$ cat src/rtl/price_pkg.sv
// Shared types for the price band scheduler: band state encoding and default price width.
package price_pkg;

  localparam int PRICE_W_DEF = 8;

  typedef enum logic [1:0] {
    BAND = 2'b01,
    HIGH = 2'b11,
    LOW  = 2'b10
  } band_state_e;

endpackage

$ cat src/rtl/price_band_scheduler_rr_arbiter.sv
// Round-robin arbiter: one-hot grant to the first request at or after the pointer.
module rr_arbiter #(
  parameter int N = 4
) (
  input  logic         clk,
  input  logic         reset,
  input  logic [N-1:0] req,
  output logic [N-1:0] grant
);

  localparam int PW = (N > 1) ? $clog2(N) : 1;

  logic [PW-1:0] ptr_reg;
  logic [PW-1:0] ptr_next;
  logic          found;
  int            idx;

  // Grants are only ever issued to requesters, so a grant is always an accept.
  always_comb begin
    grant    = '0;
    ptr_next = ptr_reg;
    found    = 1'b0;
    idx      = 0;
    for (int k = 0; k < N; k++) begin
      idx = int'(ptr_reg) + k;
      if (idx >= N) idx = idx - N;
      if (!found && req[idx]) begin
        found      = 1'b1;
        grant[idx] = 1'b1;
        ptr_next   = (idx == N - 1) ? '0 : PW'(idx + 1);
      end
    end
  end

  always_ff @(posedge clk) begin
    if (reset) ptr_reg <= '0;
    else       ptr_reg <= ptr_next;
  end

endmodule

$ cat src/rtl/price_band_scheduler.sv
// Shared band-evaluation engine for NUM_CH price feeds with per-channel thresholds,
// debounce counters and band state; state changes are reported as one-cycle events.
module price_band_scheduler
  import price_pkg::*;
#(
  parameter int NUM_CH           = 4,
  parameter int PRICE_W          = PRICE_W_DEF,
  parameter int DEF_UPPER        = 105,
  parameter int DEF_LOWER        = 95,
  parameter int DEBOUNCE_SAMPLES = 3,
  localparam int CHW             = $clog2(NUM_CH)
) (
  input  logic                      clk,
  input  logic                      reset,
  input  logic [NUM_CH-1:0]         req_valid,
  input  logic [NUM_CH*PRICE_W-1:0] req_price,
  output logic [NUM_CH-1:0]         req_ready,
  input  logic                      cfg_we,
  input  logic [CHW-1:0]            cfg_ch,
  input  logic [PRICE_W-1:0]        cfg_upper,
  input  logic [PRICE_W-1:0]        cfg_lower,
  output logic                      cfg_err,
  output logic [NUM_CH*2-1:0]       state_out,
  output logic                      evt_valid,
  output logic [CHW-1:0]            evt_ch,
  output logic [1:0]                evt_state
);

  band_state_e        state_reg [NUM_CH];
  logic [PRICE_W-1:0] upper_reg [NUM_CH];
  logic [PRICE_W-1:0] lower_reg [NUM_CH];
  logic [3:0]         cnt_reg   [NUM_CH];
  logic               dir_reg   [NUM_CH];  // 1 = run of above samples, 0 = below

  logic [NUM_CH-1:0]  eligible;
  logic [NUM_CH-1:0]  grant;
  logic               cfg_ok;
  logic               cfg_hit;

  assign cfg_ok  = cfg_lower < cfg_upper;
  assign cfg_hit = cfg_we && cfg_ok && ({1'b0, cfg_ch} < (CHW + 1)'(NUM_CH));

  genvar gi;
  generate
    for (gi = 0; gi < NUM_CH; gi++) begin : g_ch
      assign eligible[gi]         = req_valid[gi] && !(cfg_we && cfg_ch == CHW'(gi));
      assign state_out[gi*2 +: 2] = state_reg[gi];
    end
  endgenerate

  rr_arbiter #(.N(NUM_CH)) u_arb (
    .clk   (clk),
    .reset (reset),
    .req   (eligible),
    .grant (grant)
  );

  assign req_ready = grant;

  logic               acc_valid;
  logic [CHW-1:0]     acc_ch;
  logic [PRICE_W-1:0] acc_price;

  always_comb begin
    acc_valid = |grant;
    acc_ch    = '0;
    acc_price = '0;
    for (int i = 0; i < NUM_CH; i++) begin
      if (grant[i]) begin
        acc_ch    = CHW'(i);
        acc_price = req_price[i*PRICE_W +: PRICE_W];
      end
    end
  end

  band_state_e cur_state;
  logic [3:0]  cur_cnt;
  logic        cur_dir;
  logic        above;
  logic        below;
  band_state_e nxt_state;
  logic [3:0]  nxt_cnt;
  logic        nxt_dir;
  logic [4:0]  run_cnt;

  always_comb begin
    cur_state = state_reg[acc_ch];
    cur_cnt   = cnt_reg[acc_ch];
    cur_dir   = dir_reg[acc_ch];
    above     = acc_price > upper_reg[acc_ch];
    below     = acc_price < lower_reg[acc_ch];
    nxt_state = cur_state;
    nxt_cnt   = cur_cnt;
    nxt_dir   = cur_dir;
    run_cnt   = 5'd0;
    case (cur_state)
      BAND: begin
        if (above || below) begin
          // cnt==0 means no run in progress, so the stored direction is meaningless.
          run_cnt = (cur_cnt != 4'd0 && cur_dir == above) ? {1'b0, cur_cnt} + 5'd1 : 5'd1;
          nxt_dir = above;
          if (run_cnt >= 5'(DEBOUNCE_SAMPLES)) begin
            nxt_state = above ? HIGH : LOW;
            nxt_cnt   = 4'd0;
          end else begin
            nxt_cnt = run_cnt[3:0];
          end
        end else begin
          nxt_cnt = 4'd0;
        end
      end
      HIGH: begin
        if (!above) begin
          nxt_state = BAND;
          nxt_cnt   = below ? 4'd1 : 4'd0;
          nxt_dir   = 1'b0;
        end
      end
      LOW: begin
        if (!below) begin
          nxt_state = BAND;
          nxt_cnt   = above ? 4'd1 : 4'd0;
          nxt_dir   = 1'b1;
        end
      end
      default: begin
        nxt_state = BAND;
        nxt_cnt   = 4'd0;
      end
    endcase
  end

  // A config write and a grant never target the same channel in one cycle.
  always_ff @(posedge clk) begin
    for (int i = 0; i < NUM_CH; i++) begin
      if (reset) begin
        state_reg[i] <= BAND;
        cnt_reg[i]   <= 4'd0;
        dir_reg[i]   <= 1'b0;
        upper_reg[i] <= PRICE_W'(DEF_UPPER);
        lower_reg[i] <= PRICE_W'(DEF_LOWER);
      end else if (cfg_hit && cfg_ch == CHW'(i)) begin
        upper_reg[i] <= cfg_upper;
        lower_reg[i] <= cfg_lower;
        state_reg[i] <= BAND;
        cnt_reg[i]   <= 4'd0;
      end else if (grant[i]) begin
        state_reg[i] <= nxt_state;
        cnt_reg[i]   <= nxt_cnt;
        dir_reg[i]   <= nxt_dir;
      end
    end
  end

  logic smp_evt;
  logic cfg_evt;

  assign smp_evt = acc_valid && (nxt_state != cur_state);
  assign cfg_evt = cfg_hit && (state_reg[cfg_ch] != BAND);

  // Only one event slot per cycle; a market-driven change outranks a config-forced one.
  always_ff @(posedge clk) begin
    if (reset) begin
      evt_valid <= 1'b0;
      evt_ch    <= '0;
      evt_state <= BAND;
      cfg_err   <= 1'b0;
    end else begin
      cfg_err   <= cfg_we && !cfg_ok;
      evt_valid <= smp_evt || cfg_evt;
      if (smp_evt) begin
        evt_ch    <= acc_ch;
        evt_state <= nxt_state;
      end else if (cfg_evt) begin
        evt_ch    <= cfg_ch;
        evt_state <= BAND;
      end
    end
  end

endmodule
$ cat config.mk
export PLATFORM = sky130hd
export DESIGN_NAME = price_band_scheduler
export DESIGN_NICKNAME = d
export VERILOG_FILES = /design/src/rtl/price_pkg.sv /design/src/rtl/price_band_scheduler_rr_arbiter.sv /design/src/rtl/price_band_scheduler.sv
export SDC_FILE = /design/constraint.sdc
export NUM_CORES = 1
export LEC_CHECK = 0
export BUFFER_PORTS_ARGS = -buffer_cell sky130_fd_sc_hd__buf_2
export CAP_MARGIN = 15
export CORE_MARGIN = 3
export CORE_UTILIZATION = 60
export CTS_CLUSTER_SIZE = 12
export DETAILED_ROUTE_END_ITERATION = 7
export GPL_ROUTABILITY_DRIVEN = 1
export HOLD_SLACK_MARGIN = 0.08
export PLACE_DENSITY = 0.93
export REMOVE_ABC_BUFFERS = 1
export SLEW_MARGIN = 20
export SYNTH_ARGS = -nofsm -noshare
export SYNTH_HDL_FRONTEND = slang
export SYNTH_SLANG_ARGS = --single-unit
$ cat constraint.sdc
create_clock -name clk -period 18.54 [get_ports clk]
set_input_delay 5.562 -clock clk [delete_from_list [all_inputs] [get_ports clk]]
set_output_delay 5.562 -clock clk [all_outputs]
set_load 0.05 [all_outputs]
Word-level counts from Yosys, hierarchy flattened
Memories as Yosys holds them, arrays and structs flattened. Index checks and enable logic that the tools add are counted.

$add $sub $neg: 12. Multiply operators: 0. Div/mod/pow operators: 0. Order comparisons: 16. Equality and inequality tests: 13. Shifts and indexed selects: 0. Multiplexer cells: 126. Bitwise gates (word level): 31. Reduce and logical (&&, ||, !) cells: 39.

Operator list (number): equality test 32 x 3 -> 1 bit, second input constant (4); greater-or-equal comparator 32 x 1 -> 1 bit, second input constant (4); < comparator 32 x 4 -> 1 bit, second input constant (4); two-way mux 32 bit (4); greater-or-equal comparator 32 x 4 -> 1 bit, second input constant (3); two-way mux 8 bit (12); subtractor 32 x 4 -> 32 bit, second input constant (3); two-way mux 4 bit (16); two-way mux 1 bit (56); two-way mux 2 bit (26); OR 1 bit (28); logical AND 1 bit (24); < comparator 8 bit (2); OR 4 bit (3); one-hot mux 4 bit (3 select lines) (1); adder 2 bit, second input constant (4); binary-select mux 1 bit (select 2 bit) (4); demux 1 bit (select 2 bit) (4); equality test 2 bit, second input constant (4); greater-than comparator 8 bit (1); zero test 1 bit (8); nonzero test 4 bit (2); adder 2 x 2 -> 3 bit, second input constant (2); one-hot mux 2 bit (3 select lines) (1); 15 further kinds (17).

Register bits after elaboration: 8. Latch bits: 0. Memory bits (writable): 92. Memory bits (read-only): 0. Logic and storage cells: 247. Memories kept: 5.

Memories: lower_reg (words 4, width 8, read ports 1, clocked after memory_dff 0, write ports 4, line price_band_scheduler.sv:31) `logic [PRICE_W-1:0] lower_reg [NUM_CH];`; upper_reg (words 4, width 8, read ports 1, clocked after memory_dff 0, write ports 4, line price_band_scheduler.sv:30) `logic [PRICE_W-1:0] upper_reg [NUM_CH];`; cnt_reg (words 4, width 4, read ports 1, clocked after memory_dff 0, write ports 4, line price_band_scheduler.sv:32) `logic [3:0] cnt_reg [NUM_CH];`; state_reg (words 4, width 2, read ports 6, clocked after memory_dff 0, write ports 4, line price_band_scheduler.sv:29) `band_state_e state_reg [NUM_CH];`; dir_reg (words 4, width 1, read ports 1, clocked after memory_dff 0, write ports 4, line price_band_scheduler.sv:33) `logic dir_reg [NUM_CH];`.

Logic depth before layout (Yosys ltp)
Gate-level depths: netlist of run 1.

Depth after elaboration: 32. Depth in mapped cells: 27. Mapped depth without buffers: 25.

Hierarchy
A second synthesis of run 1 with hierarchy kept.

Cell total of the unflattened synthesis: 606. Area total of the unflattened synthesis: 6034.5 um^2.

By module, submodules not included: price_band_scheduler (instances 1, cells each 548, area each 5509.0 um^2); rr_arbiter (instances 1, cells each 58, area each 525.5 um^2).

Worst setup path before layout of run 1
No wires, ideal clock.

Path type: in2out. Start: input cfg_ch[1]. End: output req_ready[3]. Arrival: 8.150 ns. Setup slack: 4.828 ns. Stages: 10. Buffers on the path: 4. Cell sequence: buf_6 > and3b_1 > o22ai_1 > or3_1 > a21oi_2 > a221oi_2 > inv_2 > clkbuf_1 > clkbuf_1 > buf_1.

Cells in the longest elaborated chain, start to end: 17.

RTL lines: start: declaration (line price_band_scheduler.sv:19) `input logic [CHW-1:0] cfg_ch,`; equality test 2 x 1 -> 1 bit, or another cell as far along (line price_band_scheduler.sv:46) `assign eligible[gi] = req_valid[gi] && !(cfg_we && cfg_ch == CHW'(gi));`; logical AND 1 bit (line price_band_scheduler.sv:46); zero test 1 bit (line price_band_scheduler.sv:46); logical AND 1 bit (line price_band_scheduler.sv:46); binary-select mux 1 bit (select 2 bit) (line price_band_scheduler_rr_arbiter.sv:27) `if (!found && req[idx]) begin`; two-way mux 1 bit (implied by the code) (2 in a row) (line price_band_scheduler_rr_arbiter.sv:27); two-way mux 1 bit (line price_band_scheduler_rr_arbiter.sv:27); zero test 1 bit (line price_band_scheduler_rr_arbiter.sv:27); logical AND 1 bit (line price_band_scheduler_rr_arbiter.sv:27); two-way mux 1 bit (line price_band_scheduler_rr_arbiter.sv:27); zero test 1 bit (line price_band_scheduler_rr_arbiter.sv:27); logical AND 1 bit (line price_band_scheduler_rr_arbiter.sv:27); two-way mux 1 bit (line price_band_scheduler_rr_arbiter.sv:27); zero test 1 bit (line price_band_scheduler_rr_arbiter.sv:27); logical AND 1 bit (line price_band_scheduler_rr_arbiter.sv:27); two-way mux 4 bit (*) (line price_band_scheduler_rr_arbiter.sv:27); end: declaration (line price_band_scheduler.sv:17) `output logic [NUM_CH-1:0] req_ready,`.

Mark *: on every way between the ends. The rest lies on a longest branch, timed or not. The select of a mux whose other input is x is not followed.

Final worst setup path of run 1
Start: input cfg_ch[1]. End: output req_ready[2].

Same word-level chain as after synthesis.

==> results.sh, run 1 <==
export IMPL_status="completed"
export IMPL_slew_limit_headroom=0.293
export IMPL_chipHeight_um=108
export IMPL_min_period_over_period=0.758
export IMPL_worst_path_most_repeated_cell="buf_2"
export IMPL_routed_wl_mm=17.3
export IMPL_fp_dieArea_um2=11700
export IMPL_cpMaxStageDelayCell="clkinv_2"
export IMPL_dpl_hpwl_mm=12.4
export IMPL_drc=0
export IMPL_firstDrtPassIters=6
export IMPL_area_growth_pct=10.3
export IMPL_pin_count=75
export IMPL_ff2ff_path_depth=23
export IMPL_ys_ff_latch=100
export IMPL_first_iter_violations=723
export IMPL_async_flop_share=0
export IMPL_clock_skew_ps=7.39
export IMPL_fp_row_count=36
export IMPL_numPortBuffers=74
export IMPL_placed_area_um2=6700
export IMPL_postCtsSetupRepairBufs=0
export IMPL_timing_hold_ws_ps=579
export IMPL_wl_per_cell_um=20.9
export IMPL_synth_top_cell_area_share=0.442
export IMPL_cts_max_path_buffers=2
export IMPL_gr_usage_all_layers=0.308
export IMPL_required_ps=12980
export IMPL_synthFlopType="edfxtp_1"
export IMPL_hold_path_class="register to register"
export IMPL_drive_gt1_frac=0.184
export IMPL_vias=5519
export IMPL_clk_latency_ps=390
export IMPL_path_delay_family="buffers and inverters"
export IMPL_dp_cells=812
export IMPL_clk_pin_slew_ps=100
export IMPL_cts_root_buf="clkbuf_8"
export IMPL_crit_chain="buf_2 -> and3b_1 -> o22ai_1 -> nor3_2 -> o221ai_1 -> and3_1 -> buf_4 -> clkinv_2 -> buf_2"
export IMPL_die_x_um=108
export IMPL_slowest_delay_ps=520
export IMPL_worstSetupEndpoint="req_ready[2]"
export IMPL_max_cap_violations=0
export IMPL_netlist_instances=628
export IMPL_yosysWarningCount=0
export IMPL_critPathLaunchType="primary input"
export IMPL_final_cell_area_um2=6900
export IMPL_r2r_end="evt_state[0]"
export IMPL_fillers=732
export IMPL_core_um2=9950
export IMPL_reg2reg_slack_ps=10720
export IMPL_max_freq_ghz=0.0711
export IMPL_startpoint="cfg_ch[1]"
export IMPL_finalHoldViolCount=0
export IMPL_worstSetupPathType="primary input to output port"
export IMPL_slew_viol_final=0
export IMPL_fin_nets=779
export IMPL_gp_congestion=0.923
export IMPL_start_util=0.629
export IMPL_cp_max_fo=33
export IMPL_synth_edf_count=92
export IMPL_worst_slew_pin_slew_ps=1060
export IMPL_grt_pass1_vias=5346
export IMPL_rr_startpoint="u_arb.ptr_reg[0]"
export IMPL_setup_tns_ps=0
export IMPL_grt_pass1_wl_mm=27.7
export IMPL_seq_area_um2=2920
export IMPL_cts_buffers_inserted=9
export IMPL_synth_common_cells="edfxtp_1, nand2_1, nor2_1"
export IMPL_grt_max_degree=63
export IMPL_vias_per_cell=6.67
export IMPL_tritoncts="yes"
export IMPL_end_kind="output port"
export IMPL_setup_violations=0
export IMPL_ys_types=78
export IMPL_path_buf_inv=4
export IMPL_netlist_top_cells_area="edfxtp_1, ha_1, nand2_1, nor2_1, a21oi_1"
export IMPL_grt_overflow_total=0
export IMPL_antenna_found_initial=0
export IMPL_ctsHoldBuffers=0
export IMPL_cts_resized=0
export IMPL_rsz0062_at_grt="no"
export IMPL_post_synth_top_count_cell="edfxtp_1"
export IMPL_syn_area_per_cell_um2=9.96
export IMPL_netlist_area_um2=6260
export IMPL_h_tree_depth=3
export IMPL_path_depth=9
export IMPL_instances_no_fill=828
export IMPL_yosysTopAreaCell="edfxtp_1"
export IMPL_fin_crit_ps=14060
export IMPL_crit_arrival_ps=8500
export IMPL_clock_sinks=100
export IMPL_multi_input_area_um2=3080
export IMPL_yosysSeqAreaShare=0.467
export IMPL_antenna_cells=0
export IMPL_ant_nets=0
==> cell usage in the layout, fill, tap and decap left out, types with 11 or more instances in the layout <==
cell / count
nand2_1: 66
edfxtp_1: 92
o221ai_1: 13
a21o_1: 11
nor3_1: 19
nand3_1: 19
nand2b_1: 22
and2_1: 12
nor2_1: 65
inv_1: 26
ha_1: 32
buf_2: 74
or3_1: 16
o21ai_0: 20
a21oi_1: 39
==> layout make-up <==
cell class | instances | share of cell area
Clock buffer | 9 | 0.0179
Sequential cell | 100 | 0.423
Multi-Input combinational cell | 470 | 0.447
Tap cell | 133 | 0.0241
Timing Repair Buffer | 80 | 0.0602
Clock inverter | 7 | 0.0118
Inverter | 29 | 0.0159
==> logic make-up after synthesis <==
logic type / Yosys count / share of synthesized area
and+or+nand+nor: 252 / 0.201
AOI/OAI and AO/OA: 177 / 0.214
DFF: 100 / 0.467
buffers and inverters: 58 / 0.0400
adders and majority gates: 32 / 0.0640
muxes: 7 / 0.0118
xor gates and xnor gates: 2 / 0.00280
==> metrics by stage <==
| stage | setup slack, ps | utilization |
|---|---|---|
| 2_1_floorplan | 5190 | - |
| 3_3_place_gp | 4750 | 0.673 |
| 3_5_place_dp | 4610 | 0.673 |
| 4_1_cts | 4590 | 0.694 |
| 5_1_grt | 4310 | 0.694 |
| 6_report | 4480 | 0.694 |
==> worst min-delay path, delay by kind of cell (launching register included) <==
family	cells	cell delay, ps
DFF	1	340
and+or+nand+nor	2	110
muxes	1	110
==> per-layer routing <==
layer  up-vias  global-route usage  share of wire  routed length (µm)
met2       390               0.485           0.46                7920
met1      2566               0.423           0.39                6790
li1       2506                   -              -                   -
met5         -                   0              0                   0
met4         0               0.106          0.031                 534
met3        57              0.0710           0.12                2080
==> how the worst min path moves through the flow <==
| stage | from | end | slack [ps] | depth (start not counted) |
|---|---|---|---|---|
| CTS | evt_state[0] | evt_state[0] | 580 | 3 |
| global placement | evt_state[0] | evt_state[0] | 540 | 3 |
| global route | evt_state[0] | evt_state[0] | 620 | 3 |
| detailed placement | evt_state[0] | evt_state[0] | 560 | 3 |
| finish | evt_state[0] | evt_state[0] | 580 | 3 |
| floorplan | u_arb.ptr_reg[1] | u_arb.ptr_reg[1] | 660 | 2 |
Power of run 1 is not shown: default switching activity piles up to over one toggle a cycle in this logic, so the estimate is an artifact.
==> inputs of run 2 (changes only) <==
- ABC_AREA: not set -> 1
- CORE_UTILIZATION: 60 -> 53
- PLACE_DENSITY: 0.93 -> 0.88
- clock period: 18.54 -> 11.95 ns (I/O delays scaled with it)
==> run 2 against run 1 <==
Compared with the run above:
- area after synthesis is 0.22% higher
- synthesized cell count increased by 15%
- wire length fell by 3.3%
- highest routed layer unchanged
- global-route usage fell by 5.1 points
- sequential share of layout area shrank 0.43 points
- worst hold slack lost 110 ps
- largest cell class is now flip-flops and latches
- critical path depth grew 2
- cell area is 1.0% higher
==> results.sh, run 2 <==
export IMPL_max_cap_violations=0
export IMPL_antenna_cells=0
export IMPL_rr_startpoint="u_arb.ptr_reg[0]"
export IMPL_pin_count=75
export IMPL_setup_tns_ps=0
export IMPL_slew_limit_headroom=0.285
export IMPL_cts_resized=0
export IMPL_clk_latency_ps=360
export IMPL_yosysWarningCount=0
export IMPL_yosysSeqAreaShare=0.466
export IMPL_grt_max_degree=40
export IMPL_wl_per_cell_um=18.0
export IMPL_async_flop_share=0
export IMPL_status="completed"
export IMPL_slowest_delay_ps=330
export IMPL_cts_max_path_buffers=2
export IMPL_ff2ff_path_depth=31
export IMPL_h_tree_depth=3
export IMPL_fp_dieArea_um2=13200
export IMPL_critPathLaunchType="primary input"
export IMPL_final_common_cell="nand2_1"
export IMPL_area_growth_pct=11.2
export IMPL_fin_nets=872
export IMPL_startpoint="cfg_ch[1]"
export IMPL_routed_top_layer="met4"
export IMPL_worstSetupPathType="primary input to output port"
export IMPL_slew_viol_final=0
export IMPL_vias_per_cell=5.97
export IMPL_post_synth_top_count_cell="nand2_1"
export IMPL_crit_arrival_ps=5250
export IMPL_worstHoldEndpoint="evt_state[0]"
export IMPL_syn_area_per_cell_um2=8.71
export IMPL_grt_pass1_vias=5287
export IMPL_ant_nets=0
export IMPL_vias=5554
export IMPL_reg2reg_slack_ps=5870
export IMPL_clock_sinks=100
export IMPL_ys_ff_latch=100
export IMPL_firstDrtPassIters=5
export IMPL_drc=0
export IMPL_cp_max_fo=12
export IMPL_end_kind="output port"
export IMPL_netlist_instances=720
export IMPL_synth_common_cells="nand2_1, nor2_1, edfxtp_1"
export IMPL_start_util=0.547
export IMPL_min_period_over_period=0.740
export IMPL_hold_path_class="register to register"
export IMPL_antenna_found_initial=0
export IMPL_chipHeight_um=115
export IMPL_first_iter_violations=687
export IMPL_met1_length_mm=6.59
export IMPL_required_ps=8370
export IMPL_synth_edf_count=92
export IMPL_dpl_hpwl_mm=11.8
export IMPL_cts_buffers_inserted=9
export IMPL_fp_row_count=39
export IMPL_setup_violations=0
export IMPL_clock_skew_ps=12.3
export IMPL_tritoncts="yes"
export IMPL_final_cell_area_um2=6980
export IMPL_fillers=923
export IMPL_worst_slew_pin_slew_ps=1070
export IMPL_core_um2=11500
export IMPL_r2r_end="evt_ch[1]"
export IMPL_max_freq_ghz=0.113
export IMPL_synthFlopType="edfxtp_1"
export IMPL_min_from="evt_state[0]"
export IMPL_clk_pin_slew_ps=70
export IMPL_numPortBuffers=74
export IMPL_dr_wl_met2_mm=7.96
export IMPL_gp_congestion=0.983
export IMPL_yosysTopAreaCell="edfxtp_1"
export IMPL_synth_top_cell_area_share=0.441
export IMPL_postCtsSetupRepairBufs=0
export IMPL_grt_pass1_wl_mm=26.1
export IMPL_gr_usage_all_layers=0.257
export IMPL_hold_depth=2
export IMPL_placed_area_um2=6690
export IMPL_fin_crit_ps=8840
export IMPL_worst_path_most_repeated_cell="nand3_2"
export IMPL_path_buf_inv=2
export IMPL_ys_types=44
export IMPL_cts_root_buf="clkbuf_16"
export IMPL_rsz0062_at_grt="no"
export IMPL_drive_gt1_frac=0.197
export IMPL_timing_hold_ws_ps=464
export IMPL_crit_chain="buf_2 -> nor2_2 -> nand2_2 -> nand3_1 -> nand3_2 -> nand2_4 -> nand2_4 -> nor2_8 -> nand3_2 -> nand3_2 -> buf_2"
export IMPL_die_x_um=115
export IMPL_grt_overflow_total=0
export IMPL_path_delay_family="simple AND/OR/NAND/NOR gates"
export IMPL_cpMaxStageDelayCell="buf_2"
export IMPL_mostFrequentLayoutCells="nand2_1, nor2_1, edfxtp_1, buf_2, inv_1"
export IMPL_finalHoldViolCount=0
export IMPL_netlist_top_cells_area="edfxtp_1, nand2_1, ha_1, nor2_1, inv_1"
export IMPL_wl_met3_mm=1.78
export IMPL_ctsHoldBuffers=0
export IMPL_routed_wl_mm=16.7
export IMPL_netlist_area_um2=6270
## run 2: worst max-delay path by stage
| stage | to | cells after the start |
|---|---|---|
| 2_1_floorplan | req_ready[0] | 9 |
| 3_3_place_gp | req_ready[3] | 11 |
| 3_5_place_dp | req_ready[3] | 11 |
| 4_1_cts | req_ready[3] | 11 |
| 5_1_grt | req_ready[3] | 12 |
| 6_report | req_ready[3] | 11 |
## run 2: stage by stage
stage	utilization	instances	setup WS [ps]
CTS	0.608	931	3140
detailed placement	0.584	915	3130
floorplan	-	695	3650
global placement	0.584	915	3180
finish	0.608	931	3110
global route	0.608	931	2980
## run 2: cells by family (layout without fill, tap and decap cells)
group,after synthesis,count (layout),synth area share
compound gates,100,100,0.104
xor+xnor,1,1,0.00140
fa+ha+maj,32,32,0.0638
buf+inv,104,172,0.0718
flops,100,100,0.466
simple gates,383,383,0.292
## run 2: area by class of cell
class                   instances  area (µm²)  area share
flip-flops and latches        100        2920       0.419
multi-input cells             516        2900       0.415
repair buffers                 77         393      0.0563
inverters                      79         302      0.0432
clock buffers                  10         229      0.0328
well taps                     143         179      0.0257
clock inverters                 6        52.6     0.00753
## run 2: tightest hold or removal path, stage by stage (launching register included)
cell,delay [ps]
dfxtp_1,330
o21ai_1,70
nand2_1,40
## run 2: layer usage
metal / up-vias / global-route usage
met5: - / 0
met3: 41 / 0.0426
met4: 0 / 0.0962
met2: 335 / 0.428
met1: 2614 / 0.339
li1: 2564 / -
Power of run 2 is left out for the same reason.
==> inputs of run 3 (changes only) <==
- clock period: 11.95 -> 7.45 ns (I/O delays scaled with it)
==> run 3 against run 2 <==
Compared with the run above:
- final cell count rose by 0.32%
- die area did not move
- first-iteration DRC count decreased by 9.3%
- sequential cell count unchanged
- critical path type is now primary input to register
- critical path depth is 20 higher
- core utilization up 0.22 points
==> results.sh, run 3 (same netlist as run 2, synthesis figures left out) <==
export IMPL_drive_gt1_frac=0.200
export IMPL_cts_max_path_buffers=2
export IMPL_status="completed"
export IMPL_grt_pass1_wl_mm=26.5
export IMPL_antenna_found_initial=0
export IMPL_worstHoldEndpoint="evt_state[0]"
export IMPL_min_period_over_period=0.928
export IMPL_grt_overflow_total=0
export IMPL_firstDrtPassIters=6
export IMPL_cp_max_fo=28
export IMPL_crit_arrival_ps=7200
export IMPL_ctsHoldBuffers=0
export IMPL_slew_limit_headroom=0.318
export IMPL_fp_row_count=39
export IMPL_fin_crit_ps=6910
export IMPL_final_common_cell="nand2_1"
export IMPL_cts_resized=0
export IMPL_hold_depth=2
export IMPL_grt_pass1_vias=5218
export IMPL_cts_buffers_inserted=9
export IMPL_mostFrequentLayoutCells="nand2_1, nor2_1, edfxtp_1, buf_2, inv_1"
export IMPL_seq_area_um2=2920
export IMPL_drc=0
export IMPL_chipHeight_um=115
export IMPL_routed_wl_mm=16.8
export IMPL_setup_violations=0
export IMPL_ant_nets=0
export IMPL_end_kind="register"
export IMPL_gp_congestion=0.999
export IMPL_antenna_cells=0
export IMPL_h_tree_depth=3
export IMPL_worst_slew_pin_slew_ps=1020
export IMPL_reg2reg_slack_ps=1510
export IMPL_wl_per_cell_um=18.0
export IMPL_clock_sinks=100
export IMPL_tritoncts="yes"
export IMPL_min_from="evt_state[0]"
export IMPL_grt_max_degree=29
export IMPL_slowest_delay_ps=580
export IMPL_clock_skew_ps=6.49
export IMPL_cpMaxStageDelayCell="nor2_4"
export IMPL_slew_viol_final=0
export IMPL_gr_usage_all_layers=0.260
export IMPL_vias=5460
export IMPL_finalHoldViolCount=0
export IMPL_setup_tns_ps=0
export IMPL_clk_latency_ps=350
export IMPL_pin_count=75
export IMPL_max_freq_ghz=0.145
export IMPL_dr_wl_met2_mm=7.97
export IMPL_fillers=913
export IMPL_rr_startpoint="u_arb.ptr_reg[0]"
export IMPL_core_um2=11500
export IMPL_fin_nets=875
export IMPL_area_growth_pct=11.6
export IMPL_postCtsSetupRepairBufs=0
export IMPL_ff2ff_path_depth=30
export IMPL_rsz0062_at_grt="no"
export IMPL_max_cap_violations=0
export IMPL_routed_top_layer="met4"
export IMPL_met1_length_mm=6.98
export IMPL_dpl_hpwl_mm=12.0
export IMPL_hold_path_class="register to register"
export IMPL_wl_met3_mm=1.45
export IMPL_first_iter_violations=623
export IMPL_multi_input_area_um2=2900
export IMPL_numPortBuffers=74
export IMPL_die_x_um=115
export IMPL_cts_root_buf="clkbuf_16"
export IMPL_fp_dieArea_um2=13200
export IMPL_worstSetupPathType="primary input to register"
export IMPL_clk_pin_slew_ps=70
export IMPL_vias_per_cell=5.85
export IMPL_r2r_end="evt_ch[1]"
export IMPL_start_util=0.547
export IMPL_required_ps=7730
export IMPL_critPathLaunchType="primary input"
export IMPL_worst_path_most_repeated_cell="nand2_1"
==> run 3: cell count changes in the layout (fill, tap and decap cells not counted) <==
cell / change
clkinv_2: -1
buf_4: +3
clkinvlp_4: +1
==> run 3: critical path, delay by kind of cell <==
| family | cells | cell delay [ps] |
|---|---|---|
| buffers and inverters | 3 | 360 |
| and+or+nand+nor | 21 | 2880 |
| AOI/OAI and AO/OA | 5 | 1090 |
| adders and majority gates | 2 | 610 |
==> run 3: worst max-delay path by stage <==
| stage | from | endpoint | cells after the start |
|---|---|---|---|
| after detailed placement | cfg_ch[1] | evt_ch[1] | 31 |
| after floorplan | cfg_ch[1] | evt_ch[1] | 31 |
| final | cfg_ch[1] | evt_ch[1] | 31 |
| after CTS | cfg_ch[1] | evt_ch[1] | 31 |
| after global routing | cfg_ch[1] | evt_ch[1] | 33 |
| after global placement | cfg_ch[1] | evt_ch[1] | 31 |
==> run 3: metrics by stage <==
stage               setup WS (ps)  utilization  instances  hold slack [ps]  cell area, µm²
finish                        537        0.610        934              499            7000
global route                  101        0.610        934              510            7000
CTS                           609        0.610        934              494            7000
detailed placement            268        0.586        918              475            6720
global placement              518        0.586        918              453            6720
floorplan                    1090            -        695              660            6120
==> run 3: cell type report <==
| type | count | share of cell area |
|---|---|---|
| timing repair buffer | 80 | 0.0593 |
| inverter | 79 | 0.0431 |
| clock buffer | 10 | 0.0327 |
| sequential | 100 | 0.418 |
| clock inverter | 6 | 0.00786 |
| multi-input combinational | 516 | 0.414 |
| tap | 143 | 0.0256 |
==> run 3: layer usage <==
metal | vias to the layer above | track usage
li1 | 2573 | -
met1 | 2540 | 0.350
met2 | 305 | 0.429
met3 | 42 | 0.0453
met4 | 0 | 0.0876
met5 | - | 0
Power of run 3 is left out for the same reason.
